[src/rtl/timer_pkg.sv]
// rtl/timer_pkg.sv - shared types, field indices and helpers for the BCD HH:MM:SS timer
package timer_pkg;

  typedef logic [3:0] bcd_t;

  localparam int H10_IDX = 20;
  localparam int H1_IDX  = 16;
  localparam int M10_IDX = 12;
  localparam int M1_IDX  = 8;
  localparam int S10_IDX = 4;
  localparam int S1_IDX  = 0;

  typedef enum logic [1:0] {
    STOP    = 2'd0,
    RUN     = 2'd1,
    EXPIRED = 2'd2
  } state_t;

  // Both digits decimal and the pair value below the field modulus.
  function automatic logic bcd_pair_valid(input bcd_t tens, input bcd_t ones, input int mod);
    return (tens <= 4'd9) && (ones <= 4'd9) && ((int'(tens) * 10 + int'(ones)) < mod);
  endfunction

endpackage

[src/rtl/bcd_mod_counter.sv]
// rtl/bcd_mod_counter.sv - two-digit loadable up/down BCD counter with modulus MOD
module bcd_mod_counter
  import timer_pkg::*;
#(
  parameter int MOD = 60
) (
  input  logic       clk,
  input  logic       reset_p,
  input  logic       en,
  input  logic       down,
  input  logic       load,
  input  logic [3:0] load_tens,
  input  logic [3:0] load_ones,
  output logic [3:0] tens,
  output logic [3:0] ones,
  output logic       co
);

  localparam bcd_t TOP_T = bcd_t'((MOD - 1) / 10);
  localparam bcd_t TOP_O = bcd_t'((MOD - 1) % 10);

  logic at_top;
  logic at_zero;

  assign at_top  = (tens == TOP_T) && (ones == TOP_O);
  assign at_zero = (tens == 4'd0) && (ones == 4'd0);
  // Carry/borrow is combinational so the next stage advances on the same edge.
  assign co      = en && (down ? at_zero : at_top);

  always_ff @(posedge clk) begin
    if (reset_p) begin
      tens <= 4'd0;
      ones <= 4'd0;
    end else if (load) begin
      tens <= load_tens;
      ones <= load_ones;
    end else if (en) begin
      if (down) begin
        if (at_zero) begin
          tens <= TOP_T;
          ones <= TOP_O;
        end else if (ones == 4'd0) begin
          tens <= tens - 4'd1;
          ones <= 4'd9;
        end else begin
          ones <= ones - 4'd1;
        end
      end else begin
        if (at_top) begin
          tens <= 4'd0;
          ones <= 4'd0;
        end else if (ones == 4'd9) begin
          tens <= tens + 4'd1;
          ones <= 4'd0;
        end else begin
          ones <= ones + 4'd1;
        end
      end
    end
  end

endmodule

[src/rtl/bcd_hms_timer.sv]
// rtl/bcd_hms_timer.sv - prescaled HH:MM:SS BCD up/down timer with load check and expiry
module bcd_hms_timer
  import timer_pkg::*;
#(
  parameter int CLK_HZ   = 100_000_000,
  parameter int TICK_HZ  = 1,
  parameter int HOUR_MOD = 24
) (
  input  logic        clk,
  input  logic        reset_p,
  input  logic        run,
  input  logic        mode_down,
  input  logic        load,
  input  logic [23:0] set_time,
  output logic [23:0] time_bcd,
  output logic        tick_out,
  output logic        carry_out,
  output logic        done,
  output logic        load_err
);

  localparam int DIV = CLK_HZ / TICK_HZ;
  localparam int PW  = $clog2(DIV);

  state_t        state;
  logic [PW-1:0] presc;
  logic          load_ok;
  logic          cnt_load;
  logic          tick;
  logic          at_zero;
  logic          at_one;
  logic          adv;
  logic          expire;
  logic          sec_co;
  logic          min_co;
  logic          hr_co;
  logic [3:0]    h10, h1, m10, m1, s10, s1;

  assign load_ok = bcd_pair_valid(set_time[H10_IDX +: 4], set_time[H1_IDX +: 4], HOUR_MOD) &&
                   bcd_pair_valid(set_time[M10_IDX +: 4], set_time[M1_IDX +: 4], 60) &&
                   bcd_pair_valid(set_time[S10_IDX +: 4], set_time[S1_IDX +: 4], 60);
  assign cnt_load = load && load_ok;

  // A tick is only honoured while run is still high; a same-cycle drop discards it.
  assign tick    = (state == RUN) && run && (presc == PW'(DIV - 1));
  assign at_zero = (time_bcd == 24'h00_00_00);
  assign at_one  = (time_bcd == 24'h00_00_01);
  assign adv     = tick && !load && !(mode_down && at_zero);
  assign expire  = mode_down && (at_zero || at_one);

  assign time_bcd = {h10, h1, m10, m1, s10, s1};

  bcd_mod_counter #(.MOD(60)) u_sec (
    .clk       (clk),
    .reset_p   (reset_p),
    .en        (adv),
    .down      (mode_down),
    .load      (cnt_load),
    .load_tens (set_time[S10_IDX +: 4]),
    .load_ones (set_time[S1_IDX +: 4]),
    .tens      (s10),
    .ones      (s1),
    .co        (sec_co)
  );

  bcd_mod_counter #(.MOD(60)) u_min (
    .clk       (clk),
    .reset_p   (reset_p),
    .en        (sec_co),
    .down      (mode_down),
    .load      (cnt_load),
    .load_tens (set_time[M10_IDX +: 4]),
    .load_ones (set_time[M1_IDX +: 4]),
    .tens      (m10),
    .ones      (m1),
    .co        (min_co)
  );

  bcd_mod_counter #(.MOD(HOUR_MOD)) u_hour (
    .clk       (clk),
    .reset_p   (reset_p),
    .en        (min_co),
    .down      (mode_down),
    .load      (cnt_load),
    .load_tens (set_time[H10_IDX +: 4]),
    .load_ones (set_time[H1_IDX +: 4]),
    .tens      (h10),
    .ones      (h1),
    .co        (hr_co)
  );

  always_ff @(posedge clk) begin
    if (reset_p) begin
      state     <= STOP;
      presc     <= '0;
      tick_out  <= 1'b0;
      carry_out <= 1'b0;
      done      <= 1'b0;
      load_err  <= 1'b0;
    end else begin
      tick_out  <= 1'b0;
      carry_out <= 1'b0;
      load_err  <= 1'b0;
      if (load) begin
        presc <= '0;
        if (load_ok) begin
          done  <= 1'b0;
          state <= run ? RUN : STOP;
        end else begin
          load_err <= 1'b1;
        end
      end else begin
        case (state)
          STOP: begin
            presc <= '0;
            if (run) state <= RUN;
          end
          RUN: begin
            if (!run) begin
              state <= STOP;
              presc <= '0;
            end else if (tick) begin
              presc     <= '0;
              tick_out  <= 1'b1;
              carry_out <= hr_co && !mode_down;
              if (expire) begin
                state <= EXPIRED;
                done  <= 1'b1;
              end
            end else begin
              presc <= presc + PW'(1);
            end
          end
          EXPIRED: presc <= '0;
          default: begin
            state <= STOP;
            presc <= '0;
          end
        endcase
      end
    end
  end

endmodule

[config.mk]
export PLATFORM = sky130hd
export DESIGN_NAME = bcd_hms_timer
export DESIGN_NICKNAME = d
export VERILOG_FILES = /design/src/rtl/timer_pkg.sv /design/src/rtl/bcd_mod_counter.sv /design/src/rtl/bcd_hms_timer.sv
export SDC_FILE = /design/constraint.sdc
export NUM_CORES = 1
export LEC_CHECK = 0
export CAP_MARGIN = 5
export CORE_ASPECT_RATIO = 1.5
export CORE_MARGIN = 1
export CORE_UTILIZATION = 50
export DETAILED_ROUTE_END_ITERATION = 12
export PLACE_DENSITY = 0.74
export SYNTH_ARGS = -nofsm -noshare
export SYNTH_HDL_FRONTEND = slang
export SYNTH_SLANG_ARGS = --single-unit
export TNS_END_PERCENT = 30
[constraint.sdc]
create_clock -name clk -period 3.65 [get_ports clk]
set_clock_uncertainty 0.05 [all_clocks]
set_input_delay 0.5475 -clock clk [delete_from_list [all_inputs] [get_ports clk]]
set_output_delay 0.5475 -clock clk [all_outputs]
set_load 0.01 [all_outputs]
* Yosys cells after proc, flatten, opt, wreduce, memory -nomap -nowiden
Cells that the tools add are included.
Operators by class: reductions and logical operators 56, muxes and demuxes 61, bitwise gates (word level) 4, eq/ne operators 19, $mul 3, order comparisons 9, $add $sub $neg 16
Operators with widths (number):
- $mux W4 | 42
- $add A27 B1 Y27 const B | 1
- $add A8 B4 Y9 | 3
- $eq A27 B27 Y1 const B | 1
- $logic_and A1 B1 Y1 | 25
- $add A4 B1 Y4 const B | 6
- $eq A24 B1 Y1 const B | 1
- $le A4 B4 Y1 const B | 6
- $logic_not A24 Y1 | 1
- $logic_not A4 Y1 | 6
- $sub A4 B1 Y4 const B | 6
- $mul A4 B3 Y7 const B | 3
- $lt A9 B6 Y1 const B | 2
- $reduce_bool A2 Y1 | 7
- $eq A4 B4 Y1 const B | 3
- $mux W1 | 12
- $mux W2 | 6
- $ne A4 B1 Y1 const B | 3
- $reduce_bool A4 Y1 | 3
- $reduce_and A5 Y1 | 2
- $reduce_or A5 Y1 | 2
- $lt A9 B5 Y1 const B | 1
- $reduce_and A3 Y1 | 3
- $eq A4 B2 Y1 const B | 2
- other kinds (14) | 21
Storage, ports and cells: logic and storage cells 180, bits in registers 57, output and inout bits 28, bits of input ports 29

* Logic depth before layout (Yosys ltp)
Gate-level depths: netlist (run 1).
depth in word-level cells 9, mapped depth 13, gate-level depth less buffers 11

* Hierarchy
A second synthesis (run 1) with hierarchy kept.
Second synthesis, totals: cells, all modules 579, area total of the unflattened synthesis 4688.2 µm²
By module, submodules not included:
- bcd_hms_timer | sequential area each 660.6 µm², area an instance 2159.6 µm², cells each 254, times used 1
- bcd_mod_counter at u_min ... | sequential area each 160.2 µm², area an instance 804.5 µm², cells each 106, times used 2
- bcd_mod_counter at u_hour | sequential area each 160.2 µm², area an instance 919.6 µm², cells each 113, times used 1

* Least setup slack after synthesis (run 1)
OpenSTA, ideal clock, no wires.
path type in2reg, start in set_time[13], end reg u_min.ones[1], buffers on the path 2, stages on the path 12, path slack 223 ps, setup time 78 ps, arrival time 3299 ps, required time 3522 ps, path through ha_1 > ha_1 > fa_1 > xor2_1 > nand3_1 > or4_1 > a211oi_2 > and2_1 > clkbuf_1 > buf_2 > nor3_1 > nor3_1
On the way: cells in the longest elaborated chain, start to end 8, elaborated cells on any way between the ends 11, classes of those cells 1 x add/sub; 1 x mul; 2 x order compare; 1 x mux; 6 x reduce/logical
Ends and longest elaborated chain:
- start, declared | RTL line bcd_hms_timer.sv:14 | input logic [23:0] set_time,
- $mul A4 B3 Y7 | RTL line timer_pkg.sv:21 | return (tens <= 4'd9) && (ones <= 4'd9) && ((int'(tens) * 10 + int'(ones)) < mod);
- $add A8 B4 Y9 | RTL line timer_pkg.sv:21
- $lt A9 B6 Y1 | RTL line timer_pkg.sv:21
- $logic_and A1 B1 Y1 (*) | RTL line timer_pkg.sv:21
- $logic_and A1 B1 Y1 (*) | RTL line bcd_hms_timer.sv:39 | assign load_ok = bcd_pair_valid(set_time[H10_IDX +: 4], set_time[H1_IDX +: 4], HOUR_MOD) &&
- $logic_and A1 B1 Y1 (*) | RTL line bcd_hms_timer.sv:40 | bcd_pair_valid(set_time[M10_IDX +: 4], set_time[M1_IDX +: 4], 60) &&
- $logic_and A1 B1 Y1 (*) | RTL line bcd_hms_timer.sv:42 | assign cnt_load = load && load_ok;
- $mux W4 / $reduce_bool A2 Y1 (equally long branches)
- end signal, assigned | RTL line bcd_mod_counter.sv:36 | ones <= load_ones;
- end signal, assigned | RTL line bcd_mod_counter.sv:46 | ones <= ones - 4'd1;
- end signal, assigned | RTL line bcd_mod_counter.sv:56 | ones <= ones + 4'd1;
- end, declared | RTL line bcd_mod_counter.sv:15 | output logic [3:0] ones,
Every way passes the cells marked *; elsewhere a longest branch is shown, timed or not. A chain may end at the register's enable or synchronous reset.

* Worst setup path after layout (run 1)
start in set_time[5], end reg state[0]
On the way: cells in the longest elaborated chain, start to end 7, elaborated cells on any way between the ends 9, classes of those cells 1 x add/sub; 1 x mul; 2 x order compare; 1 x eq/ne; 4 x reduce/logical
Ends and longest elaborated chain:
- $mul A4 B3 Y7 | RTL line timer_pkg.sv:21
- $add A8 B4 Y9 | RTL line timer_pkg.sv:21
- $lt A9 B6 Y1 | RTL line timer_pkg.sv:21
- $logic_and A1 B1 Y1 (*) | RTL line timer_pkg.sv:21
- $logic_and A1 B1 Y1 (*) | RTL line bcd_hms_timer.sv:40
- $ne A2 B1 Y1 (no line) (*)
- $reduce_and A5 Y1 (no line) (*)
- end signal, assigned | RTL line bcd_hms_timer.sv:108 | state <= run ? RUN : STOP;
- end, declared | RTL line bcd_hms_timer.sv:25 | state_t state;
Marked as above.

==> results of run 1 <==
==> layer usage <==
metal	routed length, um	track usage [%]	up-vias
li1	-	-	2270
met1	5010	31.3	2231
met2	6760	50.8	156
met5	0	0	-
met4	451	14.6	0
met3	579	5.17	35
==> final cells by class <==
type | instances | area share [%]
repair buffers | 92 | 14.8
clock buffers | 11 | 4.36
flip-flops and latches | 57 | 19.7
multi-input cells | 471 | 56.5
clock inverters | 5 | 0.519
inverters | 27 | 1.75
well taps | 110 | 2.38
==> final timing paths <==
path                  startpoint        endpoint  slack (ns)  cells past startpoint
setup reg to reg  u_hour.ones[0]  u_hour.tens[3]        0.45                      9
setup / recovery     set_time[5]        state[0]        0.20                     12
hold reg to reg         presc[0]        presc[0]        0.39                      1
hold / removal          presc[0]        presc[0]        0.39                      1
==> sequential cells by signal (all words and copies together) (netlist names) <==
name / flops
done: 1
carry_out: 1
state: 2
load_err: 1
u_hour.ones: 4
presc: 27
u_min.ones: 4
u_sec.ones: 4
tick_out: 1
u_sec.tens: 4
u_hour.tens: 4
u_min.tens: 4
==> cells by family (layout without fill, tap and decap cells) <==
family	Yosys count	in the layout	synth area share [%]
AOI/OAI and AO/OA	130	130	20.1
xor gates and xnor gates	30	30	5.68
adders and majority gates	44	44	12.7
buffers and inverters	49	135	5.30
DFF	57	57	24.7
muxes	6	6	1.95
and+or+nand+nor	261	261	29.5
==> where the power goes <==
part / switching, mW / internal (mW) / leakage, nW
Sequential: 0.00271 / 0.625 / 0.459
Clock: 0.303 / 0.491 / 0.137
Combinational: 0.141 / 0.126 / 1.57
==> repair_timing <==
action	CTS	global route
endpoints found under the setup margin	1	4
pin swaps	0	4
gates resized for setup	2	4
hold endpoints to repair	0	0
gates cloned	0	0
buffers inserted	0	0
==> cells in the final DEF (no fill, tap or decap), types with 3 or more instances in the layout <==
cell	netlist	routed
a211oi_1	8	7
a21oi_1	29	29
a31o_2	4	4
a31oi_1	4	4
a32oi_1	4	4
and2_1	5	5
and3_1	12	12
buf_4	1	34
clkbuf_16	0	9
clkdlybuf4s50_1	0	56
clkinv_2	0	3
dfxtp_1	57	57
fa_1	5	4
ha_1	39	39
inv_1	27	27
mux2i_1	3	3
nand2_1	43	43
nand2b_1	4	4
nand3_1	31	31
nand3b_1	6	6
nand4_1	10	10
nor2_1	76	76
nor2b_1	8	8
nor3_1	23	23
nor3b_1	3	3
nor4_1	5	5
nor4b_1	6	5
o211ai_1	12	12
o21ai_0	25	25
o21bai_1	4	4
o31ai_1	5	4
or4_1	4	4
xnor2_1	10	10
xor2_1	20	20
==> critical path, delay by kind of cell <==
family          cells  cell delay, ns
fa+ha+maj           3            0.98
compound gates      4            0.69
buf+inv             3            0.66
simple gates        2            0.75
==> per-stage QoR <==
stage / cell area [um2] / utilization (%) / setup WS [ns] / setup TNS, ns / hold slack [ns]
2_1_floorplan: 4620 / - / 0.223 / 0 / 0.368
3_3_place_gp: 5470 / 61.6 / -0.300 / -1.08 / 0.379
3_5_place_dp: 5470 / 61.6 / -0.366 / -2.58 / 0.390
4_1_cts: 5770 / 65.0 / 0.0381 / 0 / 0.397
5_1_grt: 5790 / 65.2 / 0.0353 / 0 / 0.420
6_report: 5790 / 65.2 / 0.202 / 0 / 0.390
==> impl_summary.log, run 1 <==
INFO  metric drt_wl_total = 12.8 mm
INFO  metric ys_top_cells_by_count = nor2_1, dfxtp_1, nand2_1
INFO  metric clock_insertion_delay_worst_skew = 0.34 ns
INFO  metric yosys_register_bits = 57
INFO  metric num-nets-final = 731
INFO  metric crit_required = 3.84 ns
INFO  metric cts_tree = built
INFO  metric critPathLaunchType = input pin
INFO  metric avgSynthCellArea = 8.01 um2
INFO  metric multi_input_gate_area = 3270 um2
INFO  metric first_iter_violations = 311
INFO  metric wl_per_cell = 16.6 um
INFO  metric maxCapViolations = 0
INFO  metric fin_total_pwr = 1.69 mW
INFO  metric globalRoute.totalOverflow = 0
INFO  metric hpwl_after_dpl = 9.74 mm
INFO  metric antennaDiodeCount = 0
INFO  metric synthesis.area = 4620 um2
INFO  metric io_buffers = 56
INFO  metric outcome = finished clean
INFO  metric cts.root.buffer_cell = clkbuf_16
INFO  metric final-hold-violation-count = 0
INFO  metric wire_length_of_the_first_global_routing_pass = 21.5 mm
INFO  metric ios = 57
INFO  metric timing.critical_path.cells = clkdlybuf4s50_1 -> ha_1 -> ha_1 -> inv_1 -> fa_2 -> nor4b_4 -> a311oi_2 -> or4_1 -> o31ai_2 -> buf_4 -> a21boi_0 -> o21ba_2
INFO  metric antenna_left = 0
INFO  metric timing.max_slew.rel_slack = 56.3%
INFO  metric hold_class = reg -> reg
INFO  metric crit_path_max_fanout = 3
INFO  metric clock.fmax = 290 MHz
INFO  metric max-vdd-ir-drop = 264 uV
INFO  metric kind_of_end_point_of_the_critical_path = flop
INFO  metric synth_enable_flop_cells = 0
INFO  metric path_clk_slew = 0.05 ns
INFO  metric cts_sinks = 57
INFO  metric globalRouteTotalUtil = 28.5%
INFO  metric die_area = 9650 um2
INFO  metric grt_setup_unrepaired = no
INFO  metric power-per-cell-area = 292 nW/um2
INFO  metric path_class = in -> reg
INFO  metric synth_top_flop_cell = dfxtp_1
INFO  metric timing.final.crit_share = 94.5%
INFO  metric yosys.cell_types.count = 79
INFO  metric fp.dieH = 120 um
INFO  metric synth_area_leaders = dfxtp_1, ha_1, nor2_1, xor2_1, nand2_1
INFO  metric area_growth = 25.2%
INFO  metric cts-buffers-inserted = 9
INFO  metric total_leakage_power = 2.16 nW
INFO  metric fill_cells = 783
INFO  metric critical_path.most_common_cell = ha_1
INFO  metric register_area = 1140 um2
INFO  metric routed_via_density = 6.07
INFO  metric synthesis.instances = 577
INFO  metric cts_max_level = 3
INFO  metric report.final.slew_viol_count = 0
INFO  metric rows = 42
INFO  metric setup_violations = 0
INFO  metric place.detailed.instances = 757
INFO  metric ys_async_sr_fraction = 0%
INFO  metric mappedNetlistNets = 650
INFO  metric synthesis.yosys.warnings = 0
INFO  metric cp_slowest_cell = or4_1
INFO  metric drc_errors = 0
INFO  metric grt_max_degree = 34
INFO  metric synth_top_area_share = 24.7%
INFO  metric holdBufCountCts = 0
INFO  metric gpl_wtd_cong = 0.938
INFO  metric drive_gt1_share = 13.1%
INFO  metric worst_ep_arrival_time = 3.64 ns
INFO  metric worst_slew_pin_slew = 0.651 ns
INFO  metric first_global_vias = 4727
INFO  metric drt_pre_antenna_iters = 5
INFO  metric timing.critical_path.slowest_cell_delay = 0.51 ns
INFO  metric clock_path_buffers = 2
INFO  metric initial_antenna_violation_count = 0
INFO  metric core_area = 8880 um2
INFO  metric starting_density = 52.1%
INFO  metric die_width = 80.5 um
INFO  metric timing.final.crit_period = 3.45 ns
INFO  metric stdcell_count = 773
INFO  metric vias = 4692
INFO  metric register_area_share_after_synthesis = 24.7%
INFO  metric synth_area_leader_cell = dfxtp_1
INFO  metric synthMostInstantiatedCell = nor2_1
(Power assumes the default switching activity.)
==> run 2: changes to the inputs <==
- CORE_UTILIZATION: 50 -> 51
- PLACE_DENSITY: 0.74 -> 0.75
==> impl_summary.log, run 2 (synthesized netlist as in run 1, its figures left out) <==
INFO  metric wl_per_cell = 16.7 um
INFO  metric globalRouteTotalUtil = 28.5%
INFO  metric die_width = 79.8 um
INFO  metric wire_length_of_the_first_global_routing_pass = 21.2 mm
INFO  metric multi_input_gate_area = 3270 um2
INFO  metric initial_antenna_violation_count = 0
INFO  metric max-vdd-ir-drop = 306 uV
INFO  metric antennaDiodeCount = 0
INFO  metric crit_path_max_fanout = 3
INFO  metric gpl_wtd_cong = 0.921
INFO  metric worst_slack = 0.190 ns
INFO  metric p_clk_share = 50.9%
INFO  metric final_cell_area = 5810 um2
INFO  metric fin_total_pwr = 1.82 mW
INFO  metric die_area = 9460 um2
INFO  metric worst_ep_arrival_time = 3.64 ns
INFO  metric grt_max_degree = 34
INFO  metric netSwitchingFraction = 24.2%
INFO  metric highest_count_cells_in_the_layout_ignoring_fill_and_taps = nor2_1, dfxtp_1, clkdlybuf4s50_1
INFO  metric hold_path_startpoint = presc[0]
INFO  metric antenna_left = 0
INFO  metric io_buffers = 56
INFO  metric clock_insertion_delay_worst_skew = 0.33 ns
INFO  metric crit_required = 3.83 ns
INFO  metric routed_via_density = 6.14
INFO  metric stdcell_count = 768
INFO  metric starting_density = 52.4%
INFO  metric globalRoute.totalOverflow = 0
INFO  metric setup_violations = 0
INFO  metric registers.top_by_ff_count = presc
INFO  metric cts_tree = built
INFO  metric register_area = 1140 um2
INFO  metric place.detailed.instances = 752
INFO  metric area_growth = 25.6%
INFO  metric critical_path.most_common_cell = ha_1
INFO  metric layout.cells.most_common = nor2_1
INFO  metric fill_cells = 771
INFO  metric power.internal = 1.38 mW
INFO  metric grt_setup_unrepaired = no
INFO  metric total_leakage_power = 2.18 nW
INFO  metric path_clk_slew = 0.05 ns
INFO  metric cts.root.buffer_cell = clkbuf_16
INFO  metric p_comb_share = 14.6%
INFO  metric drive_gt1_share = 12.5%
INFO  metric drt_pre_antenna_iters = 6
INFO  metric placement.setup.worst_slack = -0.313 ns
INFO  metric cts_sinks = 57
INFO  metric timing.reg2reg.worst_path_depth = 9
INFO  metric timing.critical_path.slowest_cell_delay = 0.57 ns
INFO  metric core_area = 8830 um2
INFO  metric critical_path_depth = 12
INFO  metric timing.critical_path.cells = clkdlybuf4s50_1 -> ha_1 -> ha_1 -> fa_1 -> nor2_1 -> a31oi_1 -> a2111o_1 -> or4_4 -> o31ai_4 -> buf_4 -> a21boi_0 -> o21ba_2
INFO  metric holdBufCountCts = 0
INFO  metric timing.max_slew.rel_slack = 48.0%
INFO  metric maxCapViolations = 0
INFO  metric critPathLaunchType = input pin
INFO  metric clock.fmax = 289 MHz
INFO  metric first_iter_violations = 302
INFO  metric kind_of_end_point_of_the_critical_path = flop
INFO  metric vias = 4714
INFO  metric report.final.slew_viol_count = 0
INFO  metric critPathBufInv = 2
INFO  metric drc_errors = 0
INFO  metric clock_path_buffers = 2
INFO  metric cp_slowest_cell = or4_4
INFO  metric rows = 42
INFO  metric ios = 57
INFO  metric worst_slew_pin_slew = 0.778 ns
INFO  metric cts-buffers-inserted = 9
INFO  metric hold_class = reg -> reg
INFO  metric p_sw = 0.440 mW
INFO  metric path_delay_family = adder cells
INFO  metric dpl-instance-area = 5440 um2
INFO  metric worstReg2RegEnd = u_hour.tens[3]
INFO  metric final-hold-violation-count = 0
INFO  metric cts_max_level = 3
INFO  metric worst_setup_path_endpoint = state[0]
INFO  metric path_class = in -> reg
INFO  metric hpwl_after_dpl = 9.63 mm
INFO  metric critPathLaunch = set_time[21]
INFO  metric drt_wl_total = 12.8 mm
INFO  metric num-nets-final = 726
INFO  metric first_global_vias = 4507
INFO  metric timing.final.crit_share = 94.8%
INFO  metric power-per-cell-area = 313 nW/um2
INFO  metric timing.final.crit_period = 3.46 ns
INFO  metric r2r_slack = 0.43 ns
INFO  metric worst_r2r_startpoint = u_hour.ones[0]
INFO  metric sequentialPowerShare = 34.5%
INFO  metric outcome = finished clean
INFO  metric fp.dieH = 119 um
INFO  metric post-cts-setup-buffer-count = 0
INFO  metric largest_register_ffs = 27
run 2: cell types whose count changed in the layout (fill, tap and decap cells not counted), sizes merged:
cell | previous run | this run
clkinvlp | 2 | 1
bufinv | 0 | 2
clkdlybuf4s50 | 56 | 54
buf | 36 | 31
dlymetal6s2s | 0 | 2
clkinv | 3 | 2
run 2: layout make-up:
type / count / area share [%]
flip-flops and latches: 57 / 19.6
well taps: 110 / 2.37
multi-input cells: 471 / 56.4
repair buffers: 87 / 14.2
inverters: 27 / 1.74
clock inverters: 5 / 1.34
clock buffers: 11 / 4.35
run 2: what timing repair did:
item / 4_1_cts / 5_1_grt
endpoints found under the hold margin: 0 / 0
resized for setup: 0 / 8
setup endpoints to repair: 0 / 13
run 2: routing by layer:
metal,vias to the layer above,wire [um],track usage (%)
met4,0,518,15.8
met2,180,6650,49.5
met5,-,0,0
met3,37,703,3.94
met1,2227,4960,32.6
li1,2270,-,-
run 2: power by group through the flow:
| stage | Clock [mW] | Sequential [mW] | Combinational [mW] |
|---|---|---|---|
| 2_1_floorplan | 0 | 0.640 | 0.144 |
| 3_3_place_gp | 0 | 0.641 | 0.243 |
| 3_5_place_dp | 0 | 0.640 | 0.251 |
| 4_1_cts | 0.934 | 0.628 | 0.253 |
| 5_1_grt | 0.964 | 0.627 | 0.290 |
| 6_report | 0.926 | 0.628 | 0.265 |
run 2: worst min path at each step:
stage,depth (start not counted),slack (ns),endpoint
floorplan,1,0.37,presc[0]
global placement,1,0.38,presc[0]
detailed placement,1,0.40,presc[0]
CTS,1,0.40,presc[0]
global route,1,0.42,presc[0]
finish,1,0.40,presc[0]
run 2: metrics by stage:
stage | TNS (ns) | hold WS, ns | utilization [%]
6_report | 0 | 0.401 | 65.8
5_1_grt | 0 | 0.418 | 65.8
4_1_cts | 0 | 0.402 | 65.3
3_5_place_dp | -3.77 | 0.395 | 61.6
3_3_place_gp | -1.06 | 0.378 | 61.6
2_1_floorplan | 0 | 0.368 | -
run 2: worst reg2reg max path, cell delays in order, from the launching register on:
cell and delay, ns:
dfxtp_1 0.37, inv_1 0.18, ha_1 0.22, or3b_2 0.53, or4_4 0.54, o31ai_4 0.43
or3_1 0.37, nor3_4 0.08, xnor2_1 0.13, a211oi_1 0.23
